==> src/rtl/proc_pkg.sv <==
// Shared definitions for the processor skeleton front end.
// Holds default widths, reset PC, fetch-entry layout {pc, insn} and NOP encoding.
package proc_pkg;

   localparam int DEF_ADDR_W   = 12;
   localparam int DEF_DATA_W   = 32;
   localparam int DEF_RESET_PC = 0;

   localparam logic [31:0] NOP_INSN = 32'h0000_0000;

   typedef struct packed {
      logic [DEF_ADDR_W-1:0] pc;
      logic [DEF_DATA_W-1:0] insn;
   } fetch_entry_t;

endpackage

==> src/rtl/fetch_fifo.sv <==
// Prefetch queue: DEPTH x WIDTH entries, flush beats push/pop.
// Ports: clock, reset (async high), push/pop/flush, din; count, valid, dout (head).
module fetch_fifo
   import proc_pkg::*;
#(
   parameter  int DEPTH = 2,
   parameter  int WIDTH = DEF_ADDR_W + DEF_DATA_W,
   localparam int AW    = $clog2(DEPTH),
   localparam int CW    = AW + 1
) (
   input  logic             clock,
   input  logic             reset,
   input  logic             push,
   input  logic             pop,
   input  logic             flush,
   input  logic [WIDTH-1:0] din,
   output logic [CW-1:0]    count,
   output logic             valid,
   output logic [WIDTH-1:0] dout
);

   localparam logic [CW-1:0] FULL = CW'(DEPTH);

   logic [AW-1:0]    wr_ptr;
   logic [AW-1:0]    rd_ptr;
   logic [WIDTH-1:0] mem [DEPTH];
   logic             do_push;
   logic             do_pop;

   assign valid   = (count != '0);
   assign do_push = push & ~flush;
   assign do_pop  = pop & valid & ~flush;
   assign dout    = mem[rd_ptr];

   always_ff @(posedge clock) begin
      if (do_push) mem[wr_ptr] <= din;
   end

   // Pointers wrap naturally because DEPTH is a power of two.
   always_ff @(posedge clock or posedge reset) begin
      if (reset) begin
         wr_ptr <= '0;
         rd_ptr <= '0;
         count  <= '0;
      end else if (flush) begin
         wr_ptr <= '0;
         rd_ptr <= '0;
         count  <= '0;
      end else begin
         if (do_push) wr_ptr <= wr_ptr + AW'(1);
         if (do_pop)  rd_ptr <= rd_ptr + AW'(1);
         count <= count + CW'(do_push) - CW'(do_pop);
      end
   end

   no_overflow: assert property (
      @(posedge clock) disable iff (reset)
      !(do_push && !do_pop && count == FULL));

endmodule

==> src/rtl/fetch_unit.sv <==
// Fetch front end: drives imem address, queues returned insns, hands them to decode.
// Ports: clock, reset, address_imem/q_imem (imem), insn_out/pc_out/pc_plus1_out,
// valid_out/insn_ready (decode), redirect/redirect_pc, perf_fetched/perf_flushes.
// FETCH_PERF_CNT_EN enables the perf counters; otherwise they read 0.
module fetch_unit
   import proc_pkg::*;
#(
   parameter int ADDR_W   = DEF_ADDR_W,
   parameter int DATA_W   = DEF_DATA_W,
   parameter int DEPTH    = 2,
   parameter int RESET_PC = DEF_RESET_PC
) (
   input  logic              clock,
   input  logic              reset,
   output logic [ADDR_W-1:0] address_imem,
   input  logic [DATA_W-1:0] q_imem,
   output logic [DATA_W-1:0] insn_out,
   output logic [ADDR_W-1:0] pc_out,
   output logic [ADDR_W-1:0] pc_plus1_out,
   output logic              valid_out,
   input  logic              insn_ready,
   input  logic              redirect,
   input  logic [ADDR_W-1:0] redirect_pc,
   output logic [31:0]       perf_fetched,
   output logic [31:0]       perf_flushes
);

   localparam int CW = $clog2(DEPTH) + 1;
   localparam logic [CW:0] DEPTH_V = (CW+1)'(DEPTH);

   logic [ADDR_W-1:0]        pc;
   logic                     inflight;
   logic [ADDR_W-1:0]        inflight_pc;
   logic                     pop;
   logic                     push;
   logic                     issue;
   logic [CW-1:0]            count;
   logic [CW:0]              occ;
   logic [ADDR_W+DATA_W-1:0] head;

   assign pop  = valid_out & insn_ready;
   assign push = inflight & ~redirect;

   // Credit check: slots already owned plus the one about to be issued.
   assign occ   = {1'b0, count} + (CW+1)'(inflight) - (CW+1)'(pop);
   assign issue = ~redirect & (occ < DEPTH_V);

   always_ff @(posedge clock or posedge reset) begin
      if (reset) begin
         pc          <= ADDR_W'(RESET_PC);
         inflight    <= 1'b0;
         inflight_pc <= '0;
      end else if (redirect) begin
         pc       <= redirect_pc;
         inflight <= 1'b0;
      end else begin
         inflight <= issue;
         if (issue) begin
            inflight_pc <= pc;
            pc          <= pc + ADDR_W'(1);
         end
      end
   end

   fetch_fifo #(
      .DEPTH (DEPTH),
      .WIDTH (ADDR_W + DATA_W)
   ) u_fifo (
      .clock (clock),
      .reset (reset),
      .push  (push),
      .pop   (pop),
      .flush (redirect),
      .din   ({inflight_pc, q_imem}),
      .count (count),
      .valid (valid_out),
      .dout  (head)
   );

   assign address_imem = pc;
   assign insn_out     = valid_out ? head[DATA_W-1:0] : DATA_W'(NOP_INSN);
   assign pc_out       = valid_out ? head[DATA_W+:ADDR_W] : '0;
   assign pc_plus1_out = pc_out + ADDR_W'(1);

`ifdef FETCH_PERF_CNT_EN
   logic [31:0] fetched_q;
   logic [31:0] flushes_q;

   // A pop coinciding with a redirect is squashed, so it is not counted.
   always_ff @(posedge clock or posedge reset) begin
      if (reset) begin
         fetched_q <= '0;
         flushes_q <= '0;
      end else begin
         if (redirect)       flushes_q <= flushes_q + 32'd1;
         if (pop & ~redirect) fetched_q <= fetched_q + 32'd1;
      end
   end

   assign perf_fetched = fetched_q;
   assign perf_flushes = flushes_q;
`else
   assign perf_fetched = '0;
   assign perf_flushes = '0;
`endif

endmodule

==> config.mk <==
export PLATFORM = sky130hd
export DESIGN_NAME = fetch_unit
export DESIGN_NICKNAME = d
export VERILOG_FILES = /design/src/rtl/proc_pkg.sv /design/src/rtl/fetch_fifo.sv /design/src/rtl/fetch_unit.sv
export SDC_FILE = /design/constraint.sdc
export NUM_CORES = 1
export LEC_CHECK = 0
export CORE_ASPECT_RATIO = 0.6
export CORE_MARGIN = 3
export CORE_UTILIZATION = 30
export CTS_CLUSTER_DIAMETER = 100
export DETAILED_ROUTE_END_ITERATION = 10
export SETUP_SLACK_MARGIN = 0.1
export SKIP_LAST_GASP = 1
export SLEW_MARGIN = 25
export SYNTH_ARGS = -nofsm -noshare
export SYNTH_HDL_FRONTEND = slang
export SYNTH_SLANG_ARGS = --single-unit
==> constraint.sdc <==
create_clock -name clock -period 3.5 [get_ports clock]
set_clock_uncertainty 0.05 [all_clocks]
set_input_delay 0.7 -clock clock [delete_from_list [all_inputs] [get_ports clock]]
set_output_delay 0.7 -clock clock [all_outputs]
set_load 0.02 [all_outputs]
# Word level (Yosys, flattened, before mapping)
# Memory sizes are Yosys's and may differ from the RTL's.
# Index checks and enable logic that the tools add are counted.
# Widths: inputs -> output; s select.
[classes]
addsub = 8
n_lt_le_gt_ge = 1
n_mux = 12
bitwise = 7
reduce_logical = 5
[ops]
columns = ["operator", "count"]
rows = [
  ["$mux 12", 3],
  ["$mux 32", 1],
  ["$add 12x1->12 const B", 2],
  ["$reduce_bool 2->1", 4],
  ["$mux 1", 7],
  ["$and 1x1->1", 6],
  ["$add 2x1->3", 1],
  ["$lt 3x2->1 const B", 1],
  ["$sub 3x1->3", 1],
  ["$add 1x1->1 const B", 2],
  ["$add 2x1->2", 1],
  ["$mux 2", 1],
  ["$reduce_and 2->1", 1],
  ["$sub 2x1->2", 1],
  ["$not 1->1", 1],
]
[totals]
ff_bits = 29
ramBits = 88
out_inout_bits = 133
elab_cells = 40
n_memories = 1
[memory_table]
columns = ["name", "depth", "width", "read_ports", "rd_clocked_by_memory_dff", "write_ports", "line_no", "text"]
rows = [
  ["u_fifo.mem", 2, 44, 1, 0, 1, "fetch_fifo.sv:26", "logic [WIDTH-1:0] mem [DEPTH];"],
]

# Logic depth before layout (Yosys ltp)
[depth]
depth_word = 7
mapped_depth = 13

# Modules after synthesis
# A second synthesis with hierarchy kept.
[hier_totals]
hier_cells = 426
area_unflattened_um2 = 5699.2
[by_module_without_submodules]
columns = ["module", "n_inst", "cells_per_inst", "area_per_inst_um2", "seq_area_each_um2"]
rows = [
  ["fetch_fifo", 1, 160, 3425.8, 2742.6],
  ["fetch_unit", 1, 266, 2273.4, 625.6],
]

# Worst setup path after synthesis
# No wires, ideal clock.
[synth_path]
path_type = "register to register"
from = "reg u_fifo.count[1]"
to = "reg pc[11], in the netlist address_imem[11]"
setup_ps = 124
t_arrival_ps = 3240
path_slack_ps = 86
path_stages_with_launch = 13
path_buffers = 1
path_cell_list = "dfrtp_1 nor2_1 buf_2 inv_1 nand2_1 inv_1 ha_1 nand2b_1 fa_1 nand2_1 or4b_4 o31a_1 o31a_1"
[synth_between]
elab_chain_cells = 6
[synth_lines]
columns = ["element", "line_no", "text"]
rows = [
  ["start: declaration", "fetch_fifo.sv:17", "output logic [CW-1:0] count,"],
  ["start signal: assignment", "fetch_fifo.sv:52", "count <= count + CW'(do_push) - CW'(do_pop);"],
  ["$reduce_bool 2->1", "fetch_fifo.sv:30", "assign valid = (count != '0);"],
  ["via valid_out", "fetch_unit.sv:20", "output logic valid_out,"],
  ["$and 1x1->1", "fetch_unit.sv:41", "assign pop = valid_out & insn_ready;"],
  ["$sub 3x1->3", "fetch_unit.sv:45", "assign occ = {1'b0, count} + (CW+1)'(inflight) - (CW+1)'(pop);"],
  ["$lt 3x2->1", "fetch_unit.sv:46", "assign issue = ~redirect & (occ < DEPTH_V);"],
  ["$and 1x1->1", "fetch_unit.sv:46", ""],
  ["$reduce_bool 2->1 (no source line)", "--", ""],
  ["end signal: assignment", "fetch_unit.sv:50", "pc <= ADDR_W'(RESET_PC);"],
  ["end signal: assignment", "fetch_unit.sv:54", "pc <= redirect_pc;"],
  ["end signal: assignment", "fetch_unit.sv:60", "pc <= pc + ADDR_W'(1);"],
  ["end: declaration", "fetch_unit.sv:31", "logic [ADDR_W-1:0] pc;"],
]
# The timed path passes the listed nets, and every way through them passes these cells.
# A chain may end at the register's enable or synchronous reset.

# Worst setup path in the final report
[layout_path]
from = "reg u_fifo.rd_ptr"
to = "out pc_plus1_out[5]"
[layout_between]
elab_chain_cells = 3
[layout_lines]
columns = ["element", "line_no", "text"]
rows = [
  ["start: declaration", "fetch_fifo.sv:25", "logic [AW-1:0] rd_ptr;"],
  ["start signal: assignment", "fetch_fifo.sv:51", "if (do_pop) rd_ptr <= rd_ptr + AW'(1);"],
  ["$mem_v2 2x44", "--", ""],
  ["$mux 12", "fetch_unit.sv:82", "assign pc_out = valid_out ? head[DATA_W+:ADDR_W] : '0;"],
  ["$add 12x1->12", "fetch_unit.sv:83", "assign pc_plus1_out = pc_out + ADDR_W'(1);"],
  ["end: declaration", "fetch_unit.sv:19", "output logic [ADDR_W-1:0] pc_plus1_out,"],
]
# Every way passes these cells.

==> key figures <==
Yosys
  – Netlist Area Pre-Place: 5430 um2
  – Predominant post-synthesis flop cell: sky130_fd_sc_hd__edfxtp_1
  – Async set-reset flop share out of synthesis: between 20% and 30%
  – Distinct cell type count of the synthesized netlist: 32
  – Gate count of the mapped netlist: between 400 and 500
  – Number of warnings reported in the yosys synthesis log: 0
  – Syn_area_per_cell: 13.1 um2
  – Number of enable-type register cells in the synthesized netlist: 88
  – Number of synthesized register bits: around 120
  – Fraction of the yosys area taken by sequential cells: 62.0%

STA
  – Final hold slack: 0.420 ns
  – Clock period minus worst slack: ~3.3 ns
  – RSZ-0062 raised after global routing: yes
  – FMAX: 305 MHz
  – Final setup vio count: 0
  – Fin crit share: 93.7%
  – Total negative setup slack: 0 ns
  – Number of slew-limit violations in the final report: 0
  – Number of failing hold endpoints at the final stage: 0

CTS
  – Maximum number of buffers from clock root to sink: 2
  – Clk sinks: 117
  – Worst-path clk slew: 0.05 ns
  – Worst-skew pair later-pin latency: roughly 0.40 ns
  – Number of buffers inserted for hold repair after clock tree synthesis: 0
  – TritonCTS Buffers: 17
  – TritonCTS clock tree: yes
  – Clock Tree Root: sky130_fd_sc_hd__clkbuf_16
  – Depth of the CTS H-tree: 4

Power and ir drop
  – Maximum vdd drop: 327 uV
  – Sequential power share: 31.4%
  – Switching power of the nets: 2.27 mW
  – Clock power frac: 27.1%
  – Leak Pwr: 2.80 nW
  – Overall power of the completed layout: 6.46 mW
  – Cell internal pwr: 4.19 mW
  – Comb power frac: roughly two fifths
  – Cell area power density: 871 nW/um2
  – Sw Ratio: 35.2%

Route
  – Total wire length: 12,100 um
  – DR iter-0 viols: 158
  – Antenna viol nets, final: 0
  – Drt via density: roughly 4.2
  – Residual DRC: 0
  – Detailed-router iteration count before antenna repair: 4
  – Overall via count from detail_route: 3,377
  – Drt wl/cell: 15.2 um

Placed design
  – Count of buffers inserted at the top-level ports: between 100 and 150
  – Placement-stage cell area: 6760 um2
  – Sum of net half-perimeters after detailed placement: 8660 um
  – Gpl congestion: 0.798
  – Number of placed cells counting well taps: 767

Worst setup path
  – Biggest cell delay along the critical path: between 0.6 and 0.7 ns
  – Critical path capture point type: output pin
  – Slowest stage cell, crit path: sky130_fd_sc_hd__clkdlybuf4s50_1
  – Critical path arrival: 2.53 ns
  – Required @ worst endpoint: 2.75 ns
  – Largest delay share family, worst path: buffers and inverters
  – Buf+Inv Stages, Crit Path: 3
  – Startpoint types: flip-flop
  – Worst path cell trace: buf_8, nand3b_1, a211oi_1, buf_4, nand3_1, xnor2_1, clkdlybuf4s50_1
  – Largest fanout on the critical path: 24
  – Type of the worst setup path: flip-flop to output pin

Floorplan
  – Top Ports: 181
  – Standard-cell row count: 37
  – Chip Height: 110 um
  – Core outline area: 17,500 um2
  – Die extent in x: 180 um
  – Effective utilization at floorplan: 31.1%
  – Die area: 19,800 um2

Global routing
  – Number of global-route vias before repair: ~3,400
  – Overall global routing resource usage: 12.0%
  – Maximum number of pins on one net before global-route repair: 48
  – Number of antenna violations at the first check in global routing: 0
  – Remaining global-route overflow: 0
  – Wire length of the first global-routing pass: 18,500 um

Cells and area
  – Final net count: 606
  – Diodes inserted: 0
  – Count of placed standard cells in the final layout, fillers left out: 799
  – Non-Filler Cell Area, Final: 7420 um2
  – Share of cells above drive strength 1: 12.9%
  – P&R area growth vs syn: 36.5%

Status
  – Status: completed

Min path
  – Worst min-delay path class: flip-flop to flip-flop

Flow run
  – Max-cap violations: 0
cells in the mapped netlist, types with 2 or more instances:
master	instances	share of area [%]
sky130_fd_sc_hd__a211oi_1	3	0.41
sky130_fd_sc_hd__nor4_1	3	0.35
sky130_fd_sc_hd__nor3_1	5	0.46
sky130_fd_sc_hd__buf_4	64	8.8
sky130_fd_sc_hd__ha_1	5	1.2
sky130_fd_sc_hd__nor2_1	50	3.5
sky130_fd_sc_hd__clkbuf_1	6	0.41
sky130_fd_sc_hd__nand2b_1	3	0.35
sky130_fd_sc_hd__mux2_2	13	2.7
sky130_fd_sc_hd__inv_1	6	0.41
sky130_fd_sc_hd__nand2_1	18	1.2
sky130_fd_sc_hd__edfxtp_1	88	49
sky130_fd_sc_hd__nor2b_1	4	0.46
sky130_fd_sc_hd__o21ai_0	10	0.92
sky130_fd_sc_hd__nand3b_1	4	0.55
sky130_fd_sc_hd__buf_1	2	0.14
sky130_fd_sc_hd__nand4_1	8	0.92
sky130_fd_sc_hd__nand3_1	8	0.74
sky130_fd_sc_hd__xor2_1	7	1.1
sky130_fd_sc_hd__dfrtp_1	29	13
sky130_fd_sc_hd__mux2i_1	44	8.1
sky130_fd_sc_hd__xnor2_1	16	2.6
sky130_fd_sc_hd__buf_2	8	0.74
sky130_fd_sc_hd__o31a_1	2	0.32
per-stage QoR:
step                util, %  setup WS, ns
finish                 42.5         0.220
CTS                    42.3        0.0982
global placement       38.8        0.0485
detailed placement     38.8        0.0423
floorplan                 -         0.125
global route           42.5        0.0152
layer usage:
| layer | vias to the layer above | routed length (um) | global-route usage [%] |
|---|---|---|---|
| li1 | 1626 | - | - |
| met1 | 1651 | 5490 | 15.4 |
| met2 | 93 | 5980 | 19.9 |
| met3 | 7 | 538 | 3.41 |
| met4 | 0 | 92 | 3.97 |
| met5 | - | 0 | 0 |
final timing paths:
path                                           to       startpoint  cells past startpoint  slack, ns
worst max-delay path              pc_plus1_out[5]    u_fifo.rd_ptr                      7       0.22
worst min-delay path            u_fifo.mem[0][34]   inflight_pc[2]                      0       0.42
worst max register to register   address_imem[11]  u_fifo.count[1]                     11       0.47
worst min register to register  u_fifo.mem[0][34]   inflight_pc[2]                      0       0.42
max in group asynchronous           u_fifo.rd_ptr            reset                      3       2.47
min in group asynchronous         address_imem[2]            reset                      3       0.63
power groups by stage:
stage | Clock (mW) | Sequential, mW | Combinational, mW
detailed placement | 0 | 2.06 | 2.69
global placement | 0 | 2.04 | 2.66
floorplan | 0 | 2.03 | 1.60
CTS | 1.79 | 2.03 | 2.71
global route | 1.86 | 2.07 | 2.90
finish | 1.75 | 2.03 | 2.68
state kept, by name (all words and copies together), names as in the netlist:
signal	count
inflight	1
u_fifo.mem	88
address_imem	12
u_fifo.rd_ptr	1
u_fifo.count	2
u_fifo.wr_ptr	1
inflight_pc	12
layout make-up:
class	instances	area [um2]
clock buffers	17	425
clock inverters	15	180
fillers	1598	10000
inverters	6	22.5
multi-input cells	274	1760
flip-flops and latches	117	3370
well taps	234	293
repair buffers	136	1370
cell families (layout without fill, tap and decap cells):
family,Yosys count,in the layout,synth area share (%)
flops,117,117,62.0
simple gates,107,107,9.19
buf+inv,86,174,10.6
mux,57,57,10.8
xor+xnor,24,24,4.01
compound gates,16,16,1.84
fa+ha+maj,6,6,1.52
other cells,1,64,0.0690
layout by cell type, fill, tap and decap left out, drive strengths merged:
master / instances
xnor2: 16
buf: 20
a211oi: 3
dlygate4sd2: 2
xor2: 8
ha: 5
nand4: 8
mux2i: 44
inv: 8
o21ai: 10
clkdlybuf4s50: 109
or4b: 1
conb: 64
nor4b: 1
or4: 1
edfxtp: 88
dfrtp: 29
clkinvlp: 4
o31a: 2
and2: 1
fa: 1
nand3: 8
clkbuf: 17
nand2: 18
dlymetal6s2s: 5
nand2b: 3
nor2: 50
nor3: 5
nor4: 3
mux2: 13
bufinv: 3
nor2b: 4
a221o: 1
nand3b: 4
clkinv: 6
what timing repair did:
item	4_1_cts	5_1_grt
pin swaps	0	0
resized for setup	8	9
endpoints found under the setup margin	9	7
buffers inserted	0	0
endpoints found under the hold margin	0	0
Power figures use the tool's default switching activity.
